$ cat src/rtl/thread_scheduler_if.sv
// Scheduler bus: thread enables, stall requests, pipeline stall and issue outputs.
interface thread_scheduler_if #(
   parameter int unsigned THREAD_BITS     = 2,
   parameter int unsigned NUM_THREADS     = 4,
   parameter int unsigned STALL_CNT_WIDTH = 4
);
   logic [NUM_THREADS-1:0]     thread_en;
   logic                       pipe_stall;
   logic                       stall_req_valid;
   logic [THREAD_BITS-1:0]     stall_req_tid;
   logic [STALL_CNT_WIDTH-1:0] stall_req_cycles;
   logic                       pipe_en;
   logic                       issue_valid;
   logic [THREAD_BITS-1:0]     issue_tid;
   logic [NUM_THREADS-1:0]     thread_ready;

   // Driver side (pipeline control / testbench).
   modport master (
      output thread_en, pipe_stall, stall_req_valid, stall_req_tid, stall_req_cycles,
      input  pipe_en, issue_valid, issue_tid, thread_ready
   );

   // Scheduler side.
   modport slave (
      input  thread_en, pipe_stall, stall_req_valid, stall_req_tid, stall_req_cycles,
      output pipe_en, issue_valid, issue_tid, thread_ready
   );
endinterface

$ cat src/rtl/thread_scheduler.sv
// Fine-grained round-robin thread scheduler: tracks per-thread OFF/READY/STALLED
// state and issues one ready thread ID per cycle unless the pipeline is stalled.
module thread_scheduler #(
   parameter int unsigned THREAD_BITS     = 2,
   parameter int unsigned NUM_THREADS     = 4,
   parameter int unsigned STALL_CNT_WIDTH = 4
) (
   input  logic                clk,
   input  logic                reset,
   thread_scheduler_if.slave   bus
);

   typedef enum logic [1:0] {
      TS_OFF     = 2'd0,
      TS_READY   = 2'd1,
      TS_STALLED = 2'd2
   } tstate_e;

   tstate_e                    state_q [NUM_THREADS];
   tstate_e                    state_d [NUM_THREADS];
   logic [STALL_CNT_WIDTH-1:0] cnt_q   [NUM_THREADS];
   logic [STALL_CNT_WIDTH-1:0] cnt_d   [NUM_THREADS];

   logic [THREAD_BITS-1:0]     ptr_q, ptr_d;
   logic                       issue_valid_q, issue_valid_d;
   logic [THREAD_BITS-1:0]     issue_tid_q, issue_tid_d;
   logic [NUM_THREADS-1:0]     thread_ready_q, thread_ready_d;

   logic [NUM_THREADS-1:0]     req_sel;
   logic [NUM_THREADS-1:0]     cand;
   logic                       found;
   logic [THREAD_BITS-1:0]     winner;

   // Decode the stall request target and build the issue candidate mask.
   always_comb begin
      req_sel = '0;
      cand    = '0;
      if (bus.stall_req_valid) begin
         req_sel[bus.stall_req_tid] = 1'b1;
      end
      for (int i = 0; i < NUM_THREADS; i++) begin
         cand[i] = (state_q[i] == TS_READY) && !req_sel[i];
      end
   end

   // Round-robin search starting one past the last issued thread.
   always_comb begin
      found  = 1'b0;
      winner = ptr_q;
      for (int k = 1; k <= NUM_THREADS; k++) begin
         if (!found && cand[THREAD_BITS'(ptr_q + THREAD_BITS'(k))]) begin
            found  = 1'b1;
            winner = THREAD_BITS'(ptr_q + THREAD_BITS'(k));
         end
      end
   end

   // Per-thread next state: disable wins, then stall request, then countdown.
   always_comb begin
      state_d = state_q;
      cnt_d   = cnt_q;
      for (int i = 0; i < NUM_THREADS; i++) begin
         if (!bus.thread_en[i]) begin
            state_d[i] = TS_OFF;
            cnt_d[i]   = '0;
         end else begin
            unique case (state_q[i])
               TS_OFF: begin
                  state_d[i] = TS_READY;
               end
               TS_READY: begin
                  if (req_sel[i] && (bus.stall_req_cycles != '0)) begin
                     state_d[i] = TS_STALLED;
                     cnt_d[i]   = bus.stall_req_cycles;
                  end
               end
               TS_STALLED: begin
                  if (req_sel[i] && (bus.stall_req_cycles != '0)) begin
                     cnt_d[i] = bus.stall_req_cycles;
                  end else if (cnt_q[i] == STALL_CNT_WIDTH'(1)) begin
                     state_d[i] = TS_READY;
                     cnt_d[i]   = '0;
                  end else begin
                     cnt_d[i] = cnt_q[i] - STALL_CNT_WIDTH'(1);
                  end
               end
               default: begin
                  state_d[i] = TS_OFF;
                  cnt_d[i]   = '0;
               end
            endcase
         end
      end
   end

   // Issue slot and pointer hold while the pipeline is stalled.
   always_comb begin
      issue_valid_d = issue_valid_q;
      issue_tid_d   = issue_tid_q;
      ptr_d         = ptr_q;
      if (!bus.pipe_stall) begin
         issue_valid_d = found;
         if (found) begin
            issue_tid_d = winner;
            ptr_d       = winner;
         end
      end
      for (int i = 0; i < NUM_THREADS; i++) begin
         thread_ready_d[i] = (state_d[i] == TS_READY);
      end
   end

   // State and output registers with synchronous reset.
   always_ff @(posedge clk) begin
      if (reset) begin
         for (int i = 0; i < NUM_THREADS; i++) begin
            state_q[i] <= TS_OFF;
            cnt_q[i]   <= '0;
         end
         ptr_q          <= THREAD_BITS'(NUM_THREADS - 1);
         issue_valid_q  <= 1'b0;
         issue_tid_q    <= '0;
         thread_ready_q <= '0;
      end else begin
         state_q        <= state_d;
         cnt_q          <= cnt_d;
         ptr_q          <= ptr_d;
         issue_valid_q  <= issue_valid_d;
         issue_tid_q    <= issue_tid_d;
         thread_ready_q <= thread_ready_d;
      end
   end

   assign bus.pipe_en      = ~bus.pipe_stall;
   assign bus.issue_valid  = issue_valid_q;
   assign bus.issue_tid    = issue_tid_q;
   assign bus.thread_ready = thread_ready_q;

endmodule

$ cat src/flat_wrapper.sv
// flat-port wrapper written by rule: the top's interface ports become plain ports
module thread_scheduler_flat 
#(
   parameter int unsigned THREAD_BITS     = 2,
   parameter int unsigned NUM_THREADS     = 4,
   parameter int unsigned STALL_CNT_WIDTH = 4
)
  (clk, reset, bus_thread_en, bus_pipe_stall, bus_stall_req_valid, bus_stall_req_tid, bus_stall_req_cycles, bus_pipe_en, bus_issue_valid, bus_issue_tid, bus_thread_ready);
  thread_scheduler_if #(.THREAD_BITS(THREAD_BITS), .NUM_THREADS(NUM_THREADS), .STALL_CNT_WIDTH(STALL_CNT_WIDTH)) bus_i ();
  input  logic clk;
  input  logic reset;
  input wire logic [$bits(bus_i.thread_en)-1:0] bus_thread_en;
  input wire logic [$bits(bus_i.pipe_stall)-1:0] bus_pipe_stall;
  input wire logic [$bits(bus_i.stall_req_valid)-1:0] bus_stall_req_valid;
  input wire logic [$bits(bus_i.stall_req_tid)-1:0] bus_stall_req_tid;
  input wire logic [$bits(bus_i.stall_req_cycles)-1:0] bus_stall_req_cycles;
  output wire logic [$bits(bus_i.pipe_en)-1:0] bus_pipe_en;
  output wire logic [$bits(bus_i.issue_valid)-1:0] bus_issue_valid;
  output wire logic [$bits(bus_i.issue_tid)-1:0] bus_issue_tid;
  output wire logic [$bits(bus_i.thread_ready)-1:0] bus_thread_ready;
  assign bus_i.thread_en = bus_thread_en;
  assign bus_i.pipe_stall = bus_pipe_stall;
  assign bus_i.stall_req_valid = bus_stall_req_valid;
  assign bus_i.stall_req_tid = bus_stall_req_tid;
  assign bus_i.stall_req_cycles = bus_stall_req_cycles;
  assign bus_pipe_en = bus_i.pipe_en;
  assign bus_issue_valid = bus_i.issue_valid;
  assign bus_issue_tid = bus_i.issue_tid;
  assign bus_thread_ready = bus_i.thread_ready;
  thread_scheduler #(.THREAD_BITS(THREAD_BITS), .NUM_THREADS(NUM_THREADS), .STALL_CNT_WIDTH(STALL_CNT_WIDTH)) u_core (.clk(clk), .reset(reset), .bus(bus_i));
endmodule
$ cat config.mk
export PLATFORM = sky130hd
export DESIGN_NAME = thread_scheduler_flat
export DESIGN_NICKNAME = d
export VERILOG_FILES = /design/src/rtl/thread_scheduler_if.sv /design/src/rtl/thread_scheduler.sv /design/src/flat_wrapper.sv
export SDC_FILE = /design/constraint.sdc
export NUM_CORES = 1
export LEC_CHECK = 0
export ABC_AREA = 0
export CAP_MARGIN = 10
export CORE_ASPECT_RATIO = 1.1
export CORE_MARGIN = 2
export CORE_UTILIZATION = 58
export CTS_BUF_LIST = sky130_fd_sc_hd__clkbuf_4
export DETAILED_ROUTE_END_ITERATION = 8
export PLACE_DENSITY = 0.84
export SETUP_SLACK_MARGIN = 0.15
export SLEW_MARGIN = 20
export SYNTH_ARGS = -nofsm -noshare
export SYNTH_HDL_FRONTEND = slang
export SYNTH_SLANG_ARGS = --single-unit
export TNS_END_PERCENT = 5
$ cat constraint.sdc
create_clock -name clk -period 2.88 [get_ports clk]
set_clock_uncertainty 0.1 [all_clocks]
set_input_delay 0.576 -clock clk [delete_from_list [all_inputs] [get_ports clk]]
set_output_delay 0.576 -clock clk [all_outputs]
set_load 0.03 [all_outputs]
# Word level (Yosys, flattened, before mapping)
# Index checks and enable logic that the tools add are counted.
dict set report word_totals {
  ff_bits 33
  wordCells 142
  out_inout_bits 8
  input_bits 14
}
dict set report op_classes {
  magnitude_cmp 6
  n_addsub 7
  bitwise 9
  eq_ne 20
  n_mux 55
  reduce_logical 33
}
# op count
set ops {}
lappend ops {{2-to-1 mux 4 bit} 13}
lappend ops {{one-hot mux 4 bit (3 select lines)} 4}
lappend ops {{2-to-1 mux 2 bit} 20}
lappend ops {{one-hot mux 2 bit (3 select lines)} 4}
lappend ops {{== test 2 x 1 -> 1 bit, second input constant} 8}
lappend ops {{== test 4 x 1 -> 1 bit, second input constant} 4}
lappend ops {{subtractor 4 x 1 -> 4 bit, second input constant} 4}
lappend ops {{< comparator 2 x 3 -> 1 bit, second input constant} 5}
lappend ops {{logical AND 1 bit} 12}
lappend ops {{AND reduction 2 bit} 5}
lappend ops {{2-to-1 mux 1 bit} 9}
lappend ops {{inverter 1 bit} 9}
lappend ops {{binary-select mux 1 bit (select 2 bit)} 4}
lappend ops {{== test 2 bit, second input constant} 4}
lappend ops {{logical NOT 2 bit} 4}
lappend ops {{inequality test 2 bit, second input constant} 4}
lappend ops {{OR reduction 2 bit} 4}
lappend ops {{logical NOT 1 bit} 7}
lappend ops {{adder 2 bit, second input constant} 2}
lappend ops {{nonzero test 4 bit} 1}
lappend ops {{adder 2 x 1 -> 2 bit, second input constant} 1}
lappend ops {{demux 1 bit (select 2 bit)} 1}
lappend ops {{greater-or-equal comparator 2 x 1 -> 1 bit, second input constant} 1}

# Depth between registers and ports, before layout
# Gate-level depths: netlist of the first run.
dict set report depth {
  depth_word 20
  mapped_depth 8
  ltp_nobuf 7
}

# Least setup slack after synthesis of the first run
# OpenSTA, ideal clock, no wires.
dict set report synth_timing {
  path_type {input to register}
  from {input bus_stall_req_tid[0]}
  to {register u_core.cnt_q[7] (netlist name)}
  required_time_ns 2.720
  path_stages 6
  setup_time_ns 0.060
  n_path_buf 1
  arrival_ns 2.041
  setup_slack_ns 0.679
  path_cell_list {buf_2 and3b_1 nand2_1 a2111oi_2 nor4bb_1 a221o_1}
}
dict set report synth_via {
  elab_chain_cells 8
  word_cells_on_any_way 11
  classes_between {order compare: 2; eq/ne: 1; mux: 5; reduce/logical: 3}
}
# element line_no
set synth_rtl {}
lappend synth_rtl {{from (decl)} flat_wrapper.sv:15} ;# input wire logic [$bits(bus_i.stall_req_tid)-1:0] bus_stall_req_tid;
lappend synth_rtl {{< comparator 2 x 3 -> 1 bit (implied by the code) or greater-or-equal comparator 2 x 1 -> 1 bit (tied branches)} thread_scheduler.sv:39} ;# req_sel[bus.stall_req_tid] = 1'b1;
lappend synth_rtl {{logical AND 1 bit (implied by the code)} thread_scheduler.sv:39}
lappend synth_rtl {{2-to-1 mux 1 bit (implied by the code)} thread_scheduler.sv:39}
lappend synth_rtl {{demux 1 bit (select 2 bit) *} -}
lappend synth_rtl {{2-to-1 mux 4 bit *} thread_scheduler.sv:38} ;# if (bus.stall_req_valid) begin
lappend synth_rtl {{logical AND 1 bit *} {thread_scheduler.sv:72, thread_scheduler.sv:78}}
lappend synth_rtl {{2-to-1 mux 4 bit or inequality test 2 bit (tied branches)} -}
lappend synth_rtl {{one-hot mux 4 bit (3 select lines) or AND reduction 2 bit (tied branches)} -}
lappend synth_rtl {{to (signal assigned)} thread_scheduler.sv:126} ;# cnt_q <= cnt_d;
lappend synth_rtl {{to (decl)} thread_scheduler.sv:21} ;# logic [STALL_CNT_WIDTH-1:0] cnt_q [NUM_THREADS];
# Mark *: on every way between the ends. The rest lies on a longest branch, timed or not.
# A chain may end at the register's enable or synchronous reset.

# Worst setup path after layout of the first run
dict set report layout_timing {
  from {input bus_pipe_stall}
  to {output bus_pipe_en}
}
dict set report layout_via {
  elab_chain_cells 1
}
# element line_no
set layout_rtl {}
lappend layout_rtl {{from (decl)} flat_wrapper.sv:13} ;# input wire logic [$bits(bus_i.pipe_stall)-1:0] bus_pipe_stall;
lappend layout_rtl {{inverter 1 bit (no source line)} -}
lappend layout_rtl {{to (decl)} flat_wrapper.sv:17} ;# output wire logic [$bits(bus_i.pipe_en)-1:0] bus_pipe_en;
# No other way between the ends.

==> metrics.csv, run 1 <==
metric,value,unit
status,"complete, no violations",
port_buffers,21,
post_cts_buffers,0,
clock_insertion_delay_worst_skew,0.34,ns
ys_ff_latch,33,
synth_mux_area_share,2.22,%
drtPass1Iterations,4,
grt_setup_unrepaired,no,
synthArstFlopShare,0,%
grt_overflow,0,
grt_start_max_net_pins,13,
wl_met3,244,microns
synth_flop_cell,dfxtp_1,
antenna_found_initial,0,
finalWirelength,5100,microns
synth_top_area_share,27.9,%
p_per_area,336,nW/um^2
cts_resized,0,
p_leak,1.04,nW
yosysMostFrequentCell,dfxtp_1,
cap_violations,0,
vias,2129,
avgSynthCellArea,8.27,sq um
synth_xor_area_share,0.741,%
synthTopCellsByArea,"dfxtp_1 28%, ha_1 13%, inv_1 4.3%, nand2b_1 4.0%, a21oi_1 3.8%",
gr-usage-all-layers,23.7,%
hold_buffers,0,
cts.clk_slew.worst_paths,0.09,ns
synth_cell_types,56,
cts-root-buf,clkbuf_4,
area_delta_synth_final,14.9,%
cp_max_fo,3,
dpl.hpwl,3880,microns
path_class,in2out,
finalCriticalPeriod,2.42,ns
cp-start-kind,input pin,
vdd.ir_drop.worst,0.000222,V
routed.top_layer,met4,
seq_area_frac_synth,27.9,%
synth_area_leader_cell,dfxtp_1,
r2r_cells,6,
slew_violations,0,
die_y,71.0,microns
m1WireLength,2390,microns
dp_slack,0.123,ns
drc_errors,0,
arrival,1.74,ns
cts.sinks,33,
netlist_area,2360,sq um
htree_levels,2,
synthSimpleGateAreaFrac,21.1,%
timing.final.ws_setup,0.461,ns
num_antenna_cells,0,
cp-end-kind,primary output,
cts_buffers,5,
wl_met2,2380,microns
routed_via_density,5.82,
rows,24,
hold_viol,0,
synth_top_family_by_area,compound AO/OA/AOI/OAI gates,
synth-edff-count,0,
final_layout_size_suffix_gt1_share,9.55,%
die_w,64.9,microns
synth_nets,324,
post_drt_wl_per_cell,13.9,microns
postRouteAntennaNets,0,
place.gp.congestion,0.899,
nNetsFinal,352,
yosysWarnings,0,
ys_top_cells_by_count,"33 x dfxtp_1, 27 x inv_1, 24 x ha_1",
cts_tree,built,
finalNonFillerCells,366,
drt_iter0_drc,113,
core_area,3930,sq um
tns,0,ns
whs_path_depth,2,
hold_class,reg2reg,
netlist_instances,286,
slew_headroom,57.3,%
die-area,4600,sq um
ios,22,
setup_violations,0,
required,2.20,ns
fin_util,69.1,%
fmax,413,MHz
layout_worst_path_cycle_share,84.0,%
grt_pass1_wl,8760,microns
synthAdderAreaFrac,12.7,%
worst_pin_slew,0.634,ns
synth_compound_area_share,29.1,%
grt_pass1_vias,2033,
holdWs,0.389,ns
placed_cells,359,
start_util,60.1,%
clk_path_buf_depth,2,
-- cell families (layout without fill, tap and decap cells) --
| group | after synthesis | in the layout |
|---|---|---|
| AND/OR/NAND/NOR | 91 | 91 |
| buffers and inverters | 37 | 65 |
| XOR/XNOR | 2 | 2 |
| AO/OA/AOI/OAI | 94 | 94 |
| multiplexers | 5 | 5 |
| flip-flops | 33 | 33 |
| adder cells (fa/ha/maj) | 24 | 24 |
-- state kept, by name, indices dropped and copies added (netlist names) --
register / cells
u_core.bus.thread_ready: 4
u_core.state_q: 8
u_core.bus.issue_tid: 2
u_core.ptr_q: 2
u_core.bus.issue_valid: 1
u_core.cnt_q: 16
-- area by class of cell --
class                      instances  area (sq um)
inverter                          27           101
clock inverter                     1          3.75
sequential                        33           661
clock buffer                       6          45.0
tap                               52          65.1
timing repair buffer              31           285
fill                             332          1220
multi-input combinational        216          1560
-- worst paths after layout --
path	start	to	slack [ns]
worst min-delay path	u_core.bus.issue_tid[1]	u_core.bus.issue_tid[1]	0.39
worst max register to register	u_core.state_q[2]	u_core.ptr_q[0]	0.72
worst min register to register	u_core.bus.issue_tid[1]	u_core.bus.issue_tid[1]	0.39
worst max-delay path	bus_pipe_stall	bus_pipe_en	0.46
-- stage by stage --
stage                     total power [mW]  cell area, sq um
after floorplan                      0.605              2360
after global placement               0.670              2670
after detailed placement             0.673              2670
after CTS                            0.921              2720
after global routing                 0.960              2720
final                                0.914              2720
-- per-layer routing --
layer | up-vias | global-route usage (%)
met5 | - | 0
met4 | 0 | 7.80
met3 | 7 | 4.45
met2 | 48 | 40.8
met1 | 975 | 29.8
li1 | 1099 | -
-- critical path, cell delays in order --
cell             delay, ns
clkdlybuf4s50_1       0.44
inv_1                 0.07
clkdlybuf4s50_1       0.66
-- cells in the final DEF, fill, tap and decap left out, types with 4 or more instances in the layout --
cell type	instances
a21o_1	4
a21oi_1	18
a2bb2oi_1	4
a31oi_1	7
a32o_1	7
buf_4	10
clkbuf_4	6
clkdlybuf4s50_1	21
dfxtp_1	33
ha_1	24
inv_1	27
nand2_1	18
nand2b_1	15
nand3_1	13
nor2_1	12
nor2b_1	4
nor3_1	6
o21ai_0	14
o22ai_1	6
o2bb2ai_1	4
-- power by group --
| group | switching [mW] | total (mW) | internal (mW) |
|---|---|---|---|
| sequential | 0.00939 | 0.478 | 0.469 |
| combinational | 0.105 | 0.188 | 0.0831 |
| clock | 0.150 | 0.248 | 0.0979 |
Note: power is estimated with default switching activity, not from simulation.
==> inputs of run 2 (changes only) <==
Settings changed: CORE_UTILIZATION 58 to 54, PLACE_DENSITY 0.84 to 0.83.
Clock period 2.88 ns to 1.95 ns, I/O delays scaled along.
==> metrics.csv, run 2 (synthesized netlist as in run 1, its figures left out) <==
metric,value,unit,change
status,"complete, no violations",,
antenna_found_initial,0,,unchanged
layout_worst_path_cycle_share,96.4,%,
p_comb_share,24.5,%,+3.9 points
htree_levels,2,,unchanged
worst_pin_slew,0.494,ns,-0.140 ns
holdWs,0.387,ns,-0.00164 ns
port_buffers,21,,unchanged
crit_family,compound AO/OA/AOI/OAI gates,,
worstReg2RegStart,u_core.cnt_q[5],,
crit_path_top_delay_cell,or4_4,,
rr_endpoint,u_core.cnt_q[6],,
cts_buffers,5,,unchanged
fmax,532,MHz,
min_to,u_core.bus.issue_tid[1],,
top_register,u_core.cnt_q,,
cts-root-buf,clkbuf_4,,
place.gp.congestion,0.883,,-1.8%
dpl.hpwl,4570,microns,+18%
whs_path_depth,2,,unchanged
clock_insertion_delay_worst_skew,0.35,ns,about the same
drt_iter0_drc,125,,+11%
vias,2471,,+16%
cp-start-kind,input pin,,
die_y,73.4,microns,+3.4%
required,2.15,ns,-0.05 ns
arrival,2.08,ns,+0.34 ns
regToRegSetupSlack,0.13,ns,-0.59 ns
start_util,55.6,%,-4.5 points
dp_slack,-0.605,ns,-0.728 ns
internal-power,988,uW,+52%
hold_viol,0,,unchanged
largest_register_ffs,16,,unchanged
die_w,67.1,microns,+3.4%
fin_util,74.1,%,+5.1 points
timing.final.ws_setup,0.0705,ns,-0.390 ns
slew_headroom,66.8,%,+9.5 points
cts_tree,built,,
hold_class,reg2reg,,
routed_via_density,6.07,,+4.4%
final_layout_size_suffix_gt1_share,26.6,%,+17 points
cts.sinks,33,,unchanged
post_drt_wl_per_cell,15.6,microns,+12%
vdd.ir_drop.worst,0.000367,V,+65%
cp_max_fo,6,,+3
p_clk_share,26.4,%,-0.7 points
final_common_cell,buf_4,,
clk_path_buf_depth,2,,unchanged
drtPass1Iterations,4,,unchanged
slowest_delay,0.59,ns,-0.07 ns
path_class,in2reg,,
area_delta_synth_final,33.4,%,
crit_buf_inv,2,,-1
cap_violations,0,,unchanged
final_cell_mix,"47 x buf_4, 32 x dfxtp_1, 26 x inv_1",,
slew_violations,0,,unchanged
grt_setup_unrepaired,yes,,
p_leak,1.32,nW,+26%
switching_share,31.4,%,+2.5 points
min_from,u_core.bus.issue_tid[1],,
seq_power_share,49.0,%,-3.3 points
p_total,1.44,mW,+58%
r2r_cells,8,,+2
grt_pass1_vias,2353,,+16%
grt_pass1_wl,10400,microns,+18%
p_per_area,456,nW/um^2,+36%
p_sw,451,uW,+71%
finalWirelength,6340,microns,+24%
postRouteAntennaNets,0,,unchanged
nNetsFinal,390,,+11%
num_antenna_cells,0,,unchanged
path_cells,buf_6 -> or4_4 -> buf_8 -> a211o_1 -> a21bo_1 -> a211oi_2 -> o21a_1,,
gr-usage-all-layers,27.5,%,+3.8 points
rows,25,,+4.2%
grt_start_max_net_pins,13,,unchanged
ios,22,,unchanged
cts.clk_slew.worst_paths,0.10,ns,about the same
setup_violations,0,,unchanged
core_area,4250,sq um,+8.1%
finalCriticalPeriod,1.88,ns,
cp-end-kind,flip-flop,,
die-area,4930,sq um,+7.0%
drc_errors,0,,unchanged
grt_overflow,0,,unchanged
hold_buffers,0,,unchanged
==> run 2: cell type report <==
type / count / area (sq um)
inverters: 27 / 101
repair buffers: 69 / 583
well taps: 54 / 67.6
flip-flops and latches: 33 / 662
clock inverters: 3 / 12.5
clock buffers: 5 / 37.5
fillers: 323 / 1100
multi-input cells: 216 / 1690
==> run 2: worst reg2reg max path, stage by stage, from the launching register on <==
cell,delay (ns)
dfxtp_2,0.34
inv_2,0.06
ha_1,0.12
or3b_4,0.40
o211ai_1,0.13
buf_4,0.19
nor2_1,0.06
o2bb2ai_1,0.14
a22o_1,0.19
==> run 2: how the worst max path moves through the flow <==
stage / startpoint / cells past startpoint / endpoint
finish: bus_stall_req_cycles[3] / 7 / u_core.bus.thread_ready[3]
global placement: bus_stall_req_cycles[1] / 7 / u_core.bus.thread_ready[3]
CTS: bus_stall_req_cycles[3] / 7 / u_core.bus.thread_ready[3]
global route: bus_stall_req_cycles[2] / 7 / u_core.bus.thread_ready[3]
floorplan: bus_stall_req_cycles[1] / 6 / u_core.cnt_q[3]
detailed placement: bus_stall_req_cycles[1] / 7 / u_core.bus.thread_ready[1]
==> run 2: per-layer routing <==
metal / up-vias / wire length [microns] / GRT usage (%)
met5: - / 0 / 0
met4: 0 / 290 / 15.9
met3: 30 / 293 / 5.97
met2: 77 / 3190 / 47.9
met1: 1183 / 2570 / 30.6
li1: 1181 / - / -
==> run 2: power by group through the flow <==
stage	Sequential [mW]	Combinational, mW	Clock (mW)
6_report	0.706	0.353	0.380
5_1_grt	0.709	0.381	0.410
4_1_cts	0.705	0.327	0.387
3_5_place_dp	0.721	0.315	0
3_3_place_gp	0.720	0.308	0
2_1_floorplan	0.740	0.155	0
==> run 2: repair_timing <==
action,CTS,global route
buffers inserted,4,2
gates cloned,1,0
pin swaps,10,8
setup endpoints to repair,39,30
gates resized for setup,31,25
==> run 2: stage by stage <==
step	std cells	setup TNS [ns]	cell area, sq um
2_1_floorplan	286	-0.0613	2380
3_5_place_dp	392	-14.65	2910
5_1_grt	407	0	3150
3_3_place_gp	392	-13.22	2910
4_1_cts	405	0	3060
6_report	407	0	3150
==> inputs of run 3 (changes only) <==
Settings changed: SETUP_SLACK_MARGIN 0.15 to not set.
==> metrics.csv, run 3 (synthesized netlist as in run 1, its figures left out) <==
metric,value,unit,change
finalNonFillerCells,403,,-0.98%
grt_overflow,0,,unchanged
cts-root-buf,clkbuf_4,,
routed_via_density,6.06,,-0.23%
whs_path_depth,2,,unchanged
grt_start_max_net_pins,13,,unchanged
worstReg2RegStart,u_core.cnt_q[9],,
min_from,u_core.bus.issue_tid[1],,
final_cell_mix,"43 x buf_4, 33 x dfxtp_1, 27 x inv_1",,
p_total,1.47,mW,+2.2%
cp-end-kind,flip-flop,,
die_w,67.1,microns,unchanged
die-area,4930,sq um,unchanged
setup_violations,0,,unchanged
post_drt_wl_per_cell,16.0,microns,+2.4%
p_per_area,479,nW/um^2,+4.9%
drc_errors,0,,unchanged
regToRegSetupSlack,0.04,ns,-0.09 ns
drtPass1Iterations,5,,+1
worst_pin_slew,0.416,ns,-0.0781 ns
fmax,522,MHz,-1.8%
grt_setup_unrepaired,yes,,
vdd.ir_drop.worst,0.000392,V,+6.9%
start_util,55.6,%,unchanged
htree_levels,2,,unchanged
path_class,reg2reg,,
finalCriticalPeriod,1.91,ns,+0.0347 ns
antenna_found_initial,0,,unchanged
area_delta_synth_final,30.0,%,
cts_buffers,5,,unchanged
hold_buffers,0,,unchanged
die_y,73.4,microns,unchanged
cp-start-kind,flip-flop,,
status,"complete, no violations",,
min_to,u_core.bus.issue_tid[1],,
clk_path_buf_depth,2,,unchanged
grt_pass1_wl,10100,microns,-3.1%
required,2.12,ns,-0.03 ns
tns,0,ns,unchanged
cap_violations,0,,unchanged
placed_cells,394,,+0.51%
rows,25,,unchanged
gr-usage-all-layers,26.4,%,-1.1 points
layout_worst_path_cycle_share,98.2,%,+1.8 points
top_register,u_core.cnt_q,,
rr_endpoint,u_core.bus.thread_ready[1],,
nNetsFinal,386,,-1.0%
cp_max_fo,2,,-4
final_layout_size_suffix_gt1_share,22.9,%,-3.7 points
num_antenna_cells,0,,unchanged
vias,2441,,-1.2%
hold_class,reg2reg,,
dpl.hpwl,4630,microns,+1.5%
postRouteAntennaNets,0,,unchanged
arrival,2.09,ns,about the same
hold_viol,0,,unchanged
cts_tree,built,,
cts.clk_slew.worst_paths,0.10,ns,about the same
p_leak,1.26,nW,-4.4%
slew_violations,0,,unchanged
grt_pass1_vias,2419,,+2.8%
ios,22,,unchanged
cts.sinks,33,,unchanged
clock_insertion_delay_worst_skew,0.34,ns,about the same
drt_iter0_drc,121,,-3.2%
place.gp.congestion,0.923,,+4.5%
finalWirelength,6430,microns,+1.4%
port_buffers,21,,unchanged
final_common_cell,buf_4,,
largest_register_ffs,16,,unchanged
slew_headroom,72.3,%,+5.5 points
r2r_cells,7,,-1
core_area,4250,sq um,unchanged
holdWs,0.383,ns,-0.00409 ns
==> run 3: changes by cell type in the layout (fill, tap and decap cells not counted), sizes merged <==
| cell | before | now |
|---|---|---|
| buf | 52 | 45 |
| dlygate4sd2 | 2 | 6 |
| clkinv | 3 | 0 |
| clkbuf | 7 | 8 |
| clkdlybuf4s50 | 12 | 13 |
==> run 3: stage by stage <==
| stage | setup slack (ns) | instance area [sq um] | utilization, % |
|---|---|---|---|
| finish | 0.0357 | 3070 | 72.3 |
| detailed placement | -0.656 | 2930 | 68.9 |
| floorplan | -0.0508 | 2380 | - |
| global route | -0.0472 | 3070 | 72.3 |
| CTS | -0.101 | 3030 | 71.1 |
| global placement | -0.568 | 2930 | 68.9 |
==> run 3: power by group <==
group	internal (mW)	leakage, nW	switching (mW)
Combinational	0.159	0.953	0.187
Clock	0.185	0.0368	0.235
Sequential	0.692	0.268	0.0136
==> run 3: final cells by class <==
type	count	area (sq um)
Sequential cell	33	661
Clock buffer	8	60.1
Timing Repair Buffer	65	541
Multi-Input combinational cell	216	1640
Inverter	27	101
Tap cell	54	67.6
Fill cell	337	1180
==> run 3: worst max-delay path by stage <==
stage | startpoint | slack, ns | depth (start not counted) | to
CTS | bus_stall_req_tid[0] | -0.10 | 7 | u_core.bus.issue_tid[1]
global placement | bus_stall_req_cycles[1] | -0.57 | 6 | u_core.cnt_q[3]
floorplan | bus_stall_req_cycles[1] | -0.05 | 6 | u_core.cnt_q[3]
detailed placement | bus_stall_req_cycles[1] | -0.66 | 6 | u_core.bus.thread_ready[1]
global route | u_core.cnt_q[9] | -0.05 | 7 | u_core.bus.thread_ready[1]
finish | u_core.cnt_q[9] | 0.04 | 7 | u_core.bus.thread_ready[1]
==> run 3: per-layer routing <==
metal | share of wire [%] | vias up | GRT usage [%]
met3 | 4.9 | 26 | 4.29
met5 | 0 | - | 0
met1 | 41 | 1153 | 29.3
met2 | 51 | 87 | 47.6
met4 | 3.6 | 0 | 13.6
li1 | - | 1175 | -
==> run 3: critical path, cell delays in order (launching register included) <==
cell,delay (ns)
dfxtp_1,0.33
inv_1,0.08
ha_1,0.16
or3b_2,0.48
a21oi_2,0.14
o21ai_0,0.11
a211oi_2,0.24
a21boi_2,0.20
==> run 3: what timing repair did <==
item | in CTS | in global routing
buffers inserted | 1 | 0
pin swaps | 8 | 3
gates resized for setup | 17 | 10
endpoints found under the setup margin | 30 | 18
